--- src/rtl/ts_frame_scheduler.sv ---
// rtl/ts_frame_scheduler.sv - round-robin TS channel to BB-frame data-field scheduler (SYNCD enabled by TS_SCHED_SYNCD_EN)
module ts_frame_scheduler #(
    parameter int N_CH = 2,
    parameter int CH_W = 3
) (
    input  logic                RST,
    input  logic                DCLK_IN,
    input  logic                FRAME_REQ,
    input  logic [15:0]         DFL,
    input  logic                NM_or_HEM,
    input  logic [N_CH-1:0]     SYNC_FOUND,
    input  logic [N_CH-1:0]     READY,
    input  logic [N_CH-1:0]     ENA_IN,
    input  logic [8*N_CH-1:0]   DATA_IN,
    input  logic [8*N_CH-1:0]   BYTE_INDEX_IN,
    output logic [N_CH-1:0]     RD_REQ,
    output logic [7:0]          DATA_OUT,
    output logic                DVALID_OUT,
    output logic                FRAME_START,
    output logic                FRAME_END,
    output logic [CH_W-1:0]     PLP_ID,
    output logic [15:0]         SYNCD,
    output logic                BUSY,
    output logic                ERR
);

    typedef enum logic [2:0] {IDLE, SELECT, XFER, DRAIN, PAD} state_t;

    state_t          state_q, state_d;
    logic [15:0]     dfl_q, dfl_d;
    logic [15:0]     issued_q, issued_d;
    logic [15:0]     recv_q, recv_d;
    logic [CH_W-1:0] sel_q, sel_d;
    logic [CH_W-1:0] last_q, last_d;
    logic [CH_W-1:0] plp_q, plp_d;
    logic [7:0]      dout_q;
    logic            dvalid_q, fstart_q, fend_q, err_q;

    logic            sync_sel, ready_sel, ena_sel;
    logic [7:0]      data_sel;
    logic            found;
    logic [CH_W-1:0] cand;
    logic            rd_en, take_real, emit, done;

    always_comb begin
        sync_sel  = 1'b0;
        ready_sel = 1'b0;
        ena_sel   = 1'b0;
        data_sel  = 8'h00;
        for (int i = 0; i < N_CH; i++) begin
            if (sel_q == CH_W'(i)) begin
                sync_sel  = SYNC_FOUND[i];
                ready_sel = READY[i];
                ena_sel   = ENA_IN[i];
                data_sel  = DATA_IN[8*i +: 8];
            end
        end
    end

    // Round-robin: first locked channel strictly after the last one served
    always_comb begin
        found = 1'b0;
        cand  = last_q;
        for (int k = 1; k <= N_CH; k++) begin
            for (int i = 0; i < N_CH; i++) begin
                if (!found && i == (int'(last_q) + k) % N_CH && SYNC_FOUND[i]) begin
                    found = 1'b1;
                    cand  = CH_W'(i);
                end
            end
        end
    end

    always_comb begin
        state_d   = state_q;
        dfl_d     = dfl_q;
        issued_d  = issued_q;
        recv_d    = recv_q;
        sel_d     = sel_q;
        last_d    = last_q;
        plp_d     = plp_q;
        rd_en     = 1'b0;
        take_real = 1'b0;
        emit      = 1'b0;
        done      = 1'b0;
        unique case (state_q)
            IDLE: begin
                if (FRAME_REQ && DFL != 16'd0 && !fend_q) begin
                    dfl_d    = DFL;
                    issued_d = 16'd0;
                    recv_d   = 16'd0;
                    state_d  = SELECT;
                end
            end
            SELECT: begin
                if (found) begin
                    sel_d   = cand;
                    plp_d   = cand;
                    state_d = XFER;
                end
            end
            XFER: begin
                if (!sync_sel) begin
                    state_d = PAD;
                end else begin
                    rd_en = ready_sel && (issued_q < dfl_q);
                    if (rd_en) issued_d = issued_q + 16'd1;
                    if (issued_d == dfl_q) state_d = DRAIN;
                end
            end
            DRAIN: begin
                if (!sync_sel) state_d = PAD;
            end
            PAD: ;
            default: state_d = IDLE;
        endcase

        // A byte already in flight when sync drops is still delivered before padding
        if (state_q == XFER || state_q == DRAIN || state_q == PAD) begin
            take_real = ena_sel;
            emit      = ena_sel || (state_q == PAD);
        end
        if (emit) begin
            recv_d = recv_q + 16'd1;
            if (recv_d == dfl_q) begin
                done    = 1'b1;
                state_d = IDLE;
                last_d  = sel_q;
            end
        end
    end

    always_comb begin
        RD_REQ = '0;
        for (int i = 0; i < N_CH; i++) begin
            if (rd_en && sel_q == CH_W'(i)) RD_REQ[i] = 1'b1;
        end
    end

    always_ff @(posedge DCLK_IN or negedge RST) begin
        if (!RST) begin
            state_q  <= IDLE;
            dfl_q    <= 16'd0;
            issued_q <= 16'd0;
            recv_q   <= 16'd0;
            sel_q    <= '0;
            last_q   <= CH_W'(N_CH - 1);
            plp_q    <= '0;
            dout_q   <= 8'h00;
            dvalid_q <= 1'b0;
            fstart_q <= 1'b0;
            fend_q   <= 1'b0;
            err_q    <= 1'b0;
        end else begin
            state_q  <= state_d;
            dfl_q    <= dfl_d;
            issued_q <= issued_d;
            recv_q   <= recv_d;
            sel_q    <= sel_d;
            last_q   <= last_d;
            plp_q    <= plp_d;
            dout_q   <= take_real ? data_sel : 8'h00;
            dvalid_q <= emit;
            fstart_q <= emit && (recv_q == 16'd0);
            fend_q   <= done;
            err_q    <= done && (state_q == PAD);
        end
    end

`ifdef TS_SCHED_SYNCD_EN
    logic [7:0]  bidx_sel;
    logic [15:0] acc_q, acc_d, syncd_q, sd_final;
    logic        hit;

    always_comb begin
        bidx_sel = 8'h00;
        for (int i = 0; i < N_CH; i++) begin
            if (sel_q == CH_W'(i)) bidx_sel = BYTE_INDEX_IN[8*i +: 8];
        end
    end

    // 16'hFFFF doubles as "no packet start seen yet"; recv never reaches it here
    always_comb begin
        acc_d    = acc_q;
        hit      = take_real && (bidx_sel == (NM_or_HEM ? 8'd2 : 8'd1)) && (acc_q == 16'hFFFF);
        if (state_q == IDLE) acc_d = 16'hFFFF;
        if (hit) acc_d = recv_q;
        sd_final = hit ? recv_q : acc_q;
    end

    always_ff @(posedge DCLK_IN or negedge RST) begin
        if (!RST) begin
            acc_q   <= 16'hFFFF;
            syncd_q <= 16'hFFFF;
        end else begin
            acc_q <= acc_d;
            if (done) syncd_q <= sd_final;
        end
    end

    assign SYNCD = syncd_q;
`else
    logic unused_syncd_inputs;
    assign unused_syncd_inputs = ^{NM_or_HEM, BYTE_INDEX_IN};
    assign SYNCD = 16'hFFFF;
`endif

    assign DATA_OUT    = dout_q;
    assign DVALID_OUT  = dvalid_q;
    assign FRAME_START = fstart_q;
    assign FRAME_END   = fend_q;
    assign ERR         = err_q;
    assign PLP_ID      = plp_q;
    assign BUSY        = (state_q != IDLE) || fend_q;

endmodule

--- config.mk ---
export PLATFORM = sky130hd
export DESIGN_NAME = ts_frame_scheduler
export DESIGN_NICKNAME = d
export VERILOG_FILES = /design/src/rtl/ts_frame_scheduler.sv
export SDC_FILE = /design/constraint.sdc
export NUM_CORES = 1
export LEC_CHECK = 0
export CORE_MARGIN = 5
export CORE_UTILIZATION = 45
export DETAILED_ROUTE_END_ITERATION = 10
export PLACE_DENSITY = 0.71
export SLEW_MARGIN = 5
export SYNTH_ARGS = -nofsm -noshare
export SYNTH_HDL_FRONTEND = slang
export SYNTH_SLANG_ARGS = --single-unit
--- constraint.sdc ---
create_clock -name DCLK_IN -period 5.65 [get_ports DCLK_IN]
set_clock_uncertainty 0.15 [all_clocks]
set_input_delay 0.565 -clock DCLK_IN [delete_from_list [all_inputs] [get_ports DCLK_IN]]
set_output_delay 0.565 -clock DCLK_IN [all_outputs]
set_load 0.02 [all_outputs]
======== Word-level counts from Yosys, hierarchy flattened ========
Cells that the tools add are included.
Widths: inputs -> output; s select.
operators by class
  bitwise logic cells ..................... 2
  multiplexer cells ....................... 41
  reduce and logical (&&, ||, !) cells .... 37
  add/sub/neg operators ................... 4
  magnitude comparators ................... 1
  eq/ne operators ......................... 11
operators with widths
  cell                   count
  $mux 16                7
  $logic_not 32->1       2
  $mux 3                 11
  $add 16x1->16 const B  2
  $eq 16x16->1           2
  $pmux 16 s2            1
  $mux 8                 3
  $mux 1                 18
  $logic_not 16->1       1
  $lt 16x16->1           1
  $reduce_bool 16->1     1
  $pmux 3 s5             1
  $logic_and 1x1->1      14
  $reduce_and 2->1       4
  $eq 3x1->1 const B     2
  $eq 3x2->1 const B     2
  $logic_not 3->1        2
  $reduce_bool 2->1      3
  $eq 2x2->1 const A     2
  $logic_not 1->1        4
  $logic_or 1x1->1       4
  $ne 2x2->1 const B     2
  $eq 3x3->1 const B     1
  $reduce_and 3->1       1
  other kinds (3)        5
storage, ports and cells
  bits in registers ....................... 69
  input port bits ......................... 58

======== Longest topological paths before layout ========
Gate-level depths: netlist (run 1).
  depth in word-level cells ............... 21
  mapped depth ............................ 12
  depth with buffers taken out ............ 11

======== Least setup slack after synthesis (run 1) ========
Ideal clock, no wire load.
  kind .................................... reg2reg
  start point ............................. reg dfl_q[12]
  end point ............................... reg state_q[0]
  path slack .............................. 2.498 ns
  required time ........................... 5.423 ns
  cell stages (with the launch flop) ...... 13
  buffers on the path ..................... 1
  data arrival time ....................... 2.925 ns
  setup time .............................. 0.077 ns
  cell sequence ........................... dfrtp_1 -> inv_1 -> ha_1 -> nand4_1 -> or3_1 -> a2111oi_1 -> or3_4 -> clkbuf_1 -> o31ai_1 -> o211ai_1 -> a21oi_1 -> or4_1 -> a21oi_1
on the way
  word-level cells in the longest chain between the ends .. 11
  elaborated cells between the ends (all ways) .. 12
  those cells by class .................... order compare: 1; eq/ne: 2; mux: 8; reduce/logical: 1
RTL lines
  item                      line  RTL
  start: declaration        30    logic [15:0] dfl_q, dfl_d;
  start signal: assignment  156   dfl_q <= dfl_d;
  $lt 16x16->1              106   rd_en = ready_sel && (issued_q < dfl_q);
  $logic_and 1x1->1         106
  $mux 16                   107   if (rd_en) issued_d = issued_q + 16'd1;
  $mux 16                   103   if (!sync_sel) begin
  $mux 16                   86    unique case (state_q)
  $eq 16x16->1              108   if (issued_d == dfl_q) state_d = DRAIN;
  $mux 3                    108
  $mux 3                    103
  $pmux 3 s5                86
  $mux 3                    125   if (recv_d == dfl_q) begin
  $mux 3 *                  123   if (emit) begin
  net state_d[0]            29    state_t state_q, state_d;
  end signal: assignment    155   state_q <= state_d;
  end: declaration          29
The timed path passes the listed nets; every way through them passes the cells marked *. The select of a mux whose other input is x is not followed.
A chain may end at the register's enable or synchronous reset.

======== Worst setup path in the final report (run 1) ========
  start point ............................. reg dfl_q[12]
  end point ............................... out RD_REQ[0]
on the way
  word-level cells in the longest chain between the ends .. 6
RTL lines
  item               line  RTL
  $lt 16x16->1       106
  $logic_and 1x1->1  106
  $mux 1             103
  $mux 1             86
  $logic_and 1x1->1  136   if (rd_en && sel_q == CH_W'(i)) RD_REQ[i] = 1'b1;
  $mux 1             136
  end: declaration   16    output logic [N_CH-1:0] RD_REQ,
No other way between the ends.

==> results.cfg, run 1 <==
[outcome]
status = complete, no violations

[worst_setup_path]
cp_slowest_cell = clkdlybuf4s50_1
path_delay_family = simple AND/OR/NAND/NOR gates
worstPathArrival_ns = 3.44
end_kind = primary output
slowest_delay_ns = 0.58
crit_path_cell_trace = inv_1, ha_1, nand4_1, or3_1, a2111oi_1, nor3_1, buf_4, nand2_1, nor2_1, clkdlybuf4s50_1
worstSetupPathDepth = 10
reg2reg_slack_ns = 1.88
crit_type = flop to primary output
startpoint = dfl_q[12]$_DFFE_PN0P_
cp-start-kind = flop
cp_max_fo = 14
r2r_cells = 12
critical_path.endpoint = RD_REQ[0]
cp.required_ns = 4.93
reg2reg_from = dfl_q[12]$_DFFE_PN0P_
crit_buf_inv = 3
reg2reg_to = state_q[0]$_DFF_PN0_

[clock_network]
cts_tree = yes
clock-sinks = 67
post-cts-setup-buffers = 0
cts_root_buf = clkbuf_8
cts_made_buffers = 9
hold_buffers = 0
clock_latency_ns = 0.36
cts_buffer_depth = 2
path_clk_slew_ns = 0.08
ctsResizeCount = 0
htreeDepth = 3

[flow_run]
drv_cap = 0

[sta]
rsz0062_at_grt = no
maxSlewHeadroom_pct = 42.6
max_freq_mhz = 241
final.setup.tns_ns = 0
setup_slack_ns = 1.50
hold_viol = 0
setup_viol = 0
period_share_pct = 73.5
worst_pin_slew_ns = 0.854
drv_slew = 0
period_needed_ns = 4.15

[yosys]
seq_area_frac_synth_pct = 36.5
syn_avg_cell_area_um2 = 8.85
synth_edf_count = 0
yosys_warnings = 0
synth_top_family_by_area = simple AND/OR/NAND/NOR gates
ys_async_sr_fraction_pct = 100
synth_compound_gate_area_share_pct = 15.9
yosys.area_share.xor_xnor_pct = 9.32
synth_area_leaders = dfrtp_1 36%, xnor2_1 6.8%, ha_1 4.9%, o21ai_0 4.9%, mux2_2 4.2%
synth_cell_types = 55
synth_common_cells = 66 x dfrtp_1, 49 x nand2_1, 45 x o21ai_0, 40 x nor2_1, 36 x xnor2_1
yosys.area.top_type_share_pct = 35.9
syn_area_um2 = 4600
synth_top_area_cell = dfrtp_1
synth-simple-area-share_pct = 20.3
synth.most_common_cell = dfrtp_1
synth_fa_ha_area_share_pct = 4.89
synth-main-ff-cell = dfrtp_1
synthCells = 520
synth_mux_area_share_pct = 6.55
ys_seq_elements = 67

[power_and_ir_drop]
power.density_nw_per_um2 = 401
p_leak_nw = 2.29
ir_drop_mv = 0.238

[worst_hold_path]
hold_path.class = primary input to async pin

[drt]
drt_iter0_drc = 345
route.detailed.drc = 0
vias = 4094
wl_per_cell_um = 16.6
antenna_left = 0
routed_wl_um = 11900
firstDrtPassIters = 5
vias_per_cell = 5.73

[placement]
dpl.hpwl_um = 8670
io_buffer_count = 58
pre_cts_slack_ns = 1.95
globalplace.congestion = 0.893

[cells_and_area]
regArea_um2 = 1680
multi_input_area_um2 = 2680
syn_to_final_growth_pct = 18.0
drive_gt1_share_pct = 8.82
diodes = 0
fill_cells = 933
layout.nets = 650

[grt]
grt_max_degree = 68
grt-ovfl-total = 0
antenna_found_initial = 0
grt_pass1_wl_um = 20100
grt_pass1_vias = 4003
track_usage_pct = 19.6

[floorplanning]
die_h_um = 111
io_pins = 92
dieWidth_um = 111
fp-row-count = 37
core_um2 = 10100
fp.dieArea_um2 = 12400
initial_utilization_pct = 45.4
-- report_power, final --
part           internal [mW]  leakage, nW  switching, mW
clock                  0.200       0.0881          0.189
sequential             0.587        0.884          0.174
combinational          0.462         1.32          0.565
-- worst reg2reg max path, cell delays in order, from the launching register on --
cell and delay (ns):
dfrtp_1 0.48, inv_1 0.12, ha_1 0.31, nand4_1 0.14, or3_1 0.46, a2111oi_1 0.41
nor3_1 0.12, buf_4 0.21, and2_1 0.19, o21ai_0 0.25, nand4_1 0.13, or4_1 0.57
a21oi_1 0.17
-- through the flow --
stage,hold slack [ns],instances,util (%),cell area [um^2],total power [mW]
after floorplan,0.119,535,-,4660,1.48
after global placement,0.363,699,51.8,5250,1.74
after detailed placement,0.395,699,51.8,5250,1.78
after CTS,0.285,714,53.6,5430,2.18
after global routing,0.352,714,53.6,5430,2.33
final,0.257,714,53.6,5430,2.18
-- logic make-up (layout without fill, tap and decap cells) --
| logic type | count (synthesis) | after routing |
|---|---|---|
| other cells | 1 | 16 |
| compound gates | 112 | 112 |
| xor+xnor | 49 | 49 |
| mux | 28 | 28 |
| simple gates | 183 | 183 |
| fa+ha+maj | 18 | 18 |
| buf+inv | 62 | 105 |
| flops | 67 | 67 |
-- flip-flops by register name, summed over array words and instances, names as in the netlist --
register	cells
state_q	3
dfl_q	16
DATA_OUT	8
issued_q	16
last_q	1
ERR	1
recv_q	16
PLP_ID	3
DVALID_OUT	1
FRAME_END	1
FRAME_START	1
-- cell usage in the layout, fill, tap and decap left out, types with 11 or more instances in the layout --
| master | count |
|---|---|
| nand2_1 | 49 |
| xnor2_1 | 36 |
| ha_1 | 18 |
| nor2_1 | 40 |
| mux2_2 | 17 |
| a21oi_1 | 21 |
| conb_1 | 16 |
| clkdlybuf4s50_1 | 57 |
| xor2_1 | 13 |
| dfrtp_1 | 66 |
| inv_1 | 26 |
| nand3_1 | 24 |
| mux2i_1 | 11 |
| nor3_1 | 13 |
| o21ai_0 | 45 |
-- layout make-up --
cell class / instances / area share (%)
sequential: 67 / 30.9
tap: 136 / 3.13
inverter: 26 / 1.80
clock inverter: 5 / 1.01
multi-input combinational: 406 / 49.4
clock buffer: 10 / 2.35
timing repair buffer: 64 / 11.4
-- how the worst min path moves through the flow --
stage	end	startpoint	depth (start not counted)
final	ERR$_DFF_PN0_	RST	2
after detailed placement	issued_q[15]$_DFFE_PN0P_	issued_q[15]$_DFFE_PN0P_	1
after global placement	issued_q[15]$_DFFE_PN0P_	issued_q[15]$_DFFE_PN0P_	1
after floorplan	DATA_OUT[0]$_DFF_PN0_	RST	0
after CTS	recv_q[10]$_DFFE_PN0P_	RST	2
after global routing	DVALID_OUT$_DFF_PN0_	RST	2
-- layer usage --
metal,part of all wire [%],wire length (um),vias up,GRT usage [%]
met5,0,0,-,0
met4,1.3,155,0,5.03
met3,6.6,779,18,4.09
met2,46,5500,159,31.2
met1,46,5430,1979,27.1
li1,-,-,1938,-
(Power assumes the default switching activity.)
==> inputs of run 2 (changes only) <==
Settings changed: PLACE_DENSITY 0.71 to 0.74.
Clock period 5.65 ns to 3.57 ns, I/O delays scaled along.
==> run 2 against run 1 <==
Against the previous run: worst setup slack worse by 1.3 ns; routed wire length is 3.1% higher; combinational power is 78% higher; final area is 4.4% higher; power is 64% higher; hold slack better by 0.13 ns; register-to-register slack worse by 1.7 ns; largest power group unchanged.
==> results.cfg, run 2 (same netlist as run 1, synthesis figures left out) <==
[worst_setup_path]
crit_path_cell_trace = ha_1, a2111oi_4, a2111oi_4, or3_4, or3_4, o211ai_1, a21oi_1, or4_1, a21oi_1
cp_max_fo = 9
crit_type = flop to flop
worstPathArrival_ns = 3.51
slowest_delay_ns = 0.59
end_kind = flop
cp_slowest_cell = or4_1
cp-start-kind = flop
cp.required_ns = 3.70

[grt]
antenna_found_initial = 0
grtUsageMet2_pct = 32.4
grt_max_degree = 35
grt_pass1_vias = 4081
track_usage_pct = 20.0
grt_pass1_wl_um = 20200
met3_usage_pct = 4.20
globalRouteMet1Util_pct = 26.2
grt_busiest_layer = met2
grt-ovfl-total = 0

[clock_network]
cts_buffer_depth = 2
cts_made_buffers = 9
cts_root_buf = clkbuf_8
cts_tree = yes
htreeDepth = 3
clock_latency_ns = 0.36
path_clk_slew_ns = 0.07
post-cts-setup-buffers = 0
clock-sinks = 67

[floorplanning]
fp-row-count = 37
io_pins = 92
dieWidth_um = 111
die_h_um = 111
initial_utilization_pct = 45.4
fp.dieArea_um2 = 12400
core_um2 = 10100

[drt]
firstDrtPassIters = 5
routed_wl_um = 12200
route.detailed.drc = 0
vias_per_cell = 5.64
antenna_left = 0
vias = 4191
wl_per_cell_um = 16.5
drt_iter0_drc = 305

[power_and_ir_drop]
internal_power_mw = 2.09
p_comb_share_pct = 51.4
p_sw_share_pct = 41.4
p_leak_nw = 2.48
netSwitchingPower_mw = 1.48
ir_drop_mv = 0.390
seqPwrFrac_pct = 30.9
power_mw = 3.57
power.density_nw_per_um2 = 629
pwr-share-clk_pct = 17.7

[placement]
io_buffer_count = 58
pre_cts_slack_ns = 0.110
globalplace.congestion = 0.909
placedCellCount = 726
dpl.hpwl_um = 9310

[cells_and_area]
layout.nets = 678
layout.cells.most_common = dfrtp_1
fin_cells = 743
syn_to_final_growth_pct = 23.2
drive_gt1_share_pct = 12.9
final_cell_mix = 66 x dfrtp_1, 55 x clkdlybuf4s50_1, 49 x nand2_1, 45 x o21ai_0, 40 x nor2_1
reg_top3 = dfl_q (16), issued_q (16), recv_q (16)
diodes = 0

[flow_run]
drv_cap = 0

[outcome]
status = complete, no violations

[sta]
worst_pin_slew_ns = 0.753
setup_viol = 0
period_needed_ns = 3.37
drv_slew = 0
period_share_pct = 94.5
max_freq_mhz = 296
maxSlewHeadroom_pct = 49.8
final.setup.tns_ns = 0
rsz0062_at_grt = no
hold_viol = 0
setup_slack_ns = 0.197

[worst_hold_path]
hold_path.class = flop to flop
[run 2: cell types whose count changed in the layout (fill, tap and decap cells not counted), moves of 2 or more]
cell             change
dlymetal6s2s_1       +2
clkdlybuf4s50_1      -2
clkbuf_1             +2
buf_4               +27
clkinvlp_4           -2
[run 2: power groups by stage]
stage / clock network (mW) / registers [mW] / logic [mW]
3_5_place_dp: 0 / 1.11 / 1.80
5_1_grt: 0.685 / 1.13 / 1.99
6_report: 0.633 / 1.10 / 1.83
3_3_place_gp: 0 / 1.10 / 1.77
4_1_cts: 0.644 / 1.10 / 1.82
2_1_floorplan: 0 / 1.15 / 1.19
[run 2: area by class of cell]
type	count	area [um^2]
Sequential cell	67	1680
Clock buffer	13	149
Clock inverter	3	40.0
Inverter	26	97.6
Multi-Input combinational cell	406	2700
Tap cell	136	170
Fill cell	908	4470
Timing Repair Buffer	92	838
[run 2: critical path, delay by kind of cell (launching register included)]
kind | cells | cell delay [ns]
fa+ha+maj | 1 | 0.34
simple gates | 3 | 1.42
compound gates | 5 | 0.92
flops | 1 | 0.46
[run 2: path summary, 6_finish.rpt]
check,slack (ns),startpoint,endpoint,depth (start not counted)
worst min register to register,0.39,issued_q[15]$_DFFE_PN0P_,issued_q[15]$_DFFE_PN0P_,1
worst max-delay path,0.20,issued_q[1]$_DFFE_PN0P_,state_q[0]$_DFF_PN0_,9
worst min-delay path,0.39,issued_q[15]$_DFFE_PN0P_,issued_q[15]$_DFFE_PN0P_,1
max in group asynchronous,2.02,RST,last_q[0]$_DFFE_PN1P_,3
min in group asynchronous,0.47,RST,DATA_OUT[0]$_DFF_PN0_,2
worst max register to register,0.20,issued_q[1]$_DFFE_PN0P_,state_q[0]$_DFF_PN0_,9
[run 2: layer usage]
layer	up-vias	wire length (um)
met2	177	5790
met3	16	907
met1	2005	5310
met4	0	219
met5	-	0
li1	1993	-
[run 2: metrics by stage]
| step | utilization [%] | hold slack, ns | instance area [um^2] |
|---|---|---|---|
| after floorplan | - | -0.0886 | 4660 |
| after global placement | 53.8 | 0.319 | 5450 |
| after detailed placement | 53.8 | 0.326 | 5450 |
| after CTS | 55.8 | 0.392 | 5660 |
| after global routing | 56.0 | 0.416 | 5670 |
| final | 56.0 | 0.392 | 5670 |
[run 2: repair_timing]
action	in CTS	in global routing
hold endpoints to repair	32	0
pin swaps	0	0
gates resized for setup	1	3
hold buffers	1	0
endpoints found under the setup margin	2	3
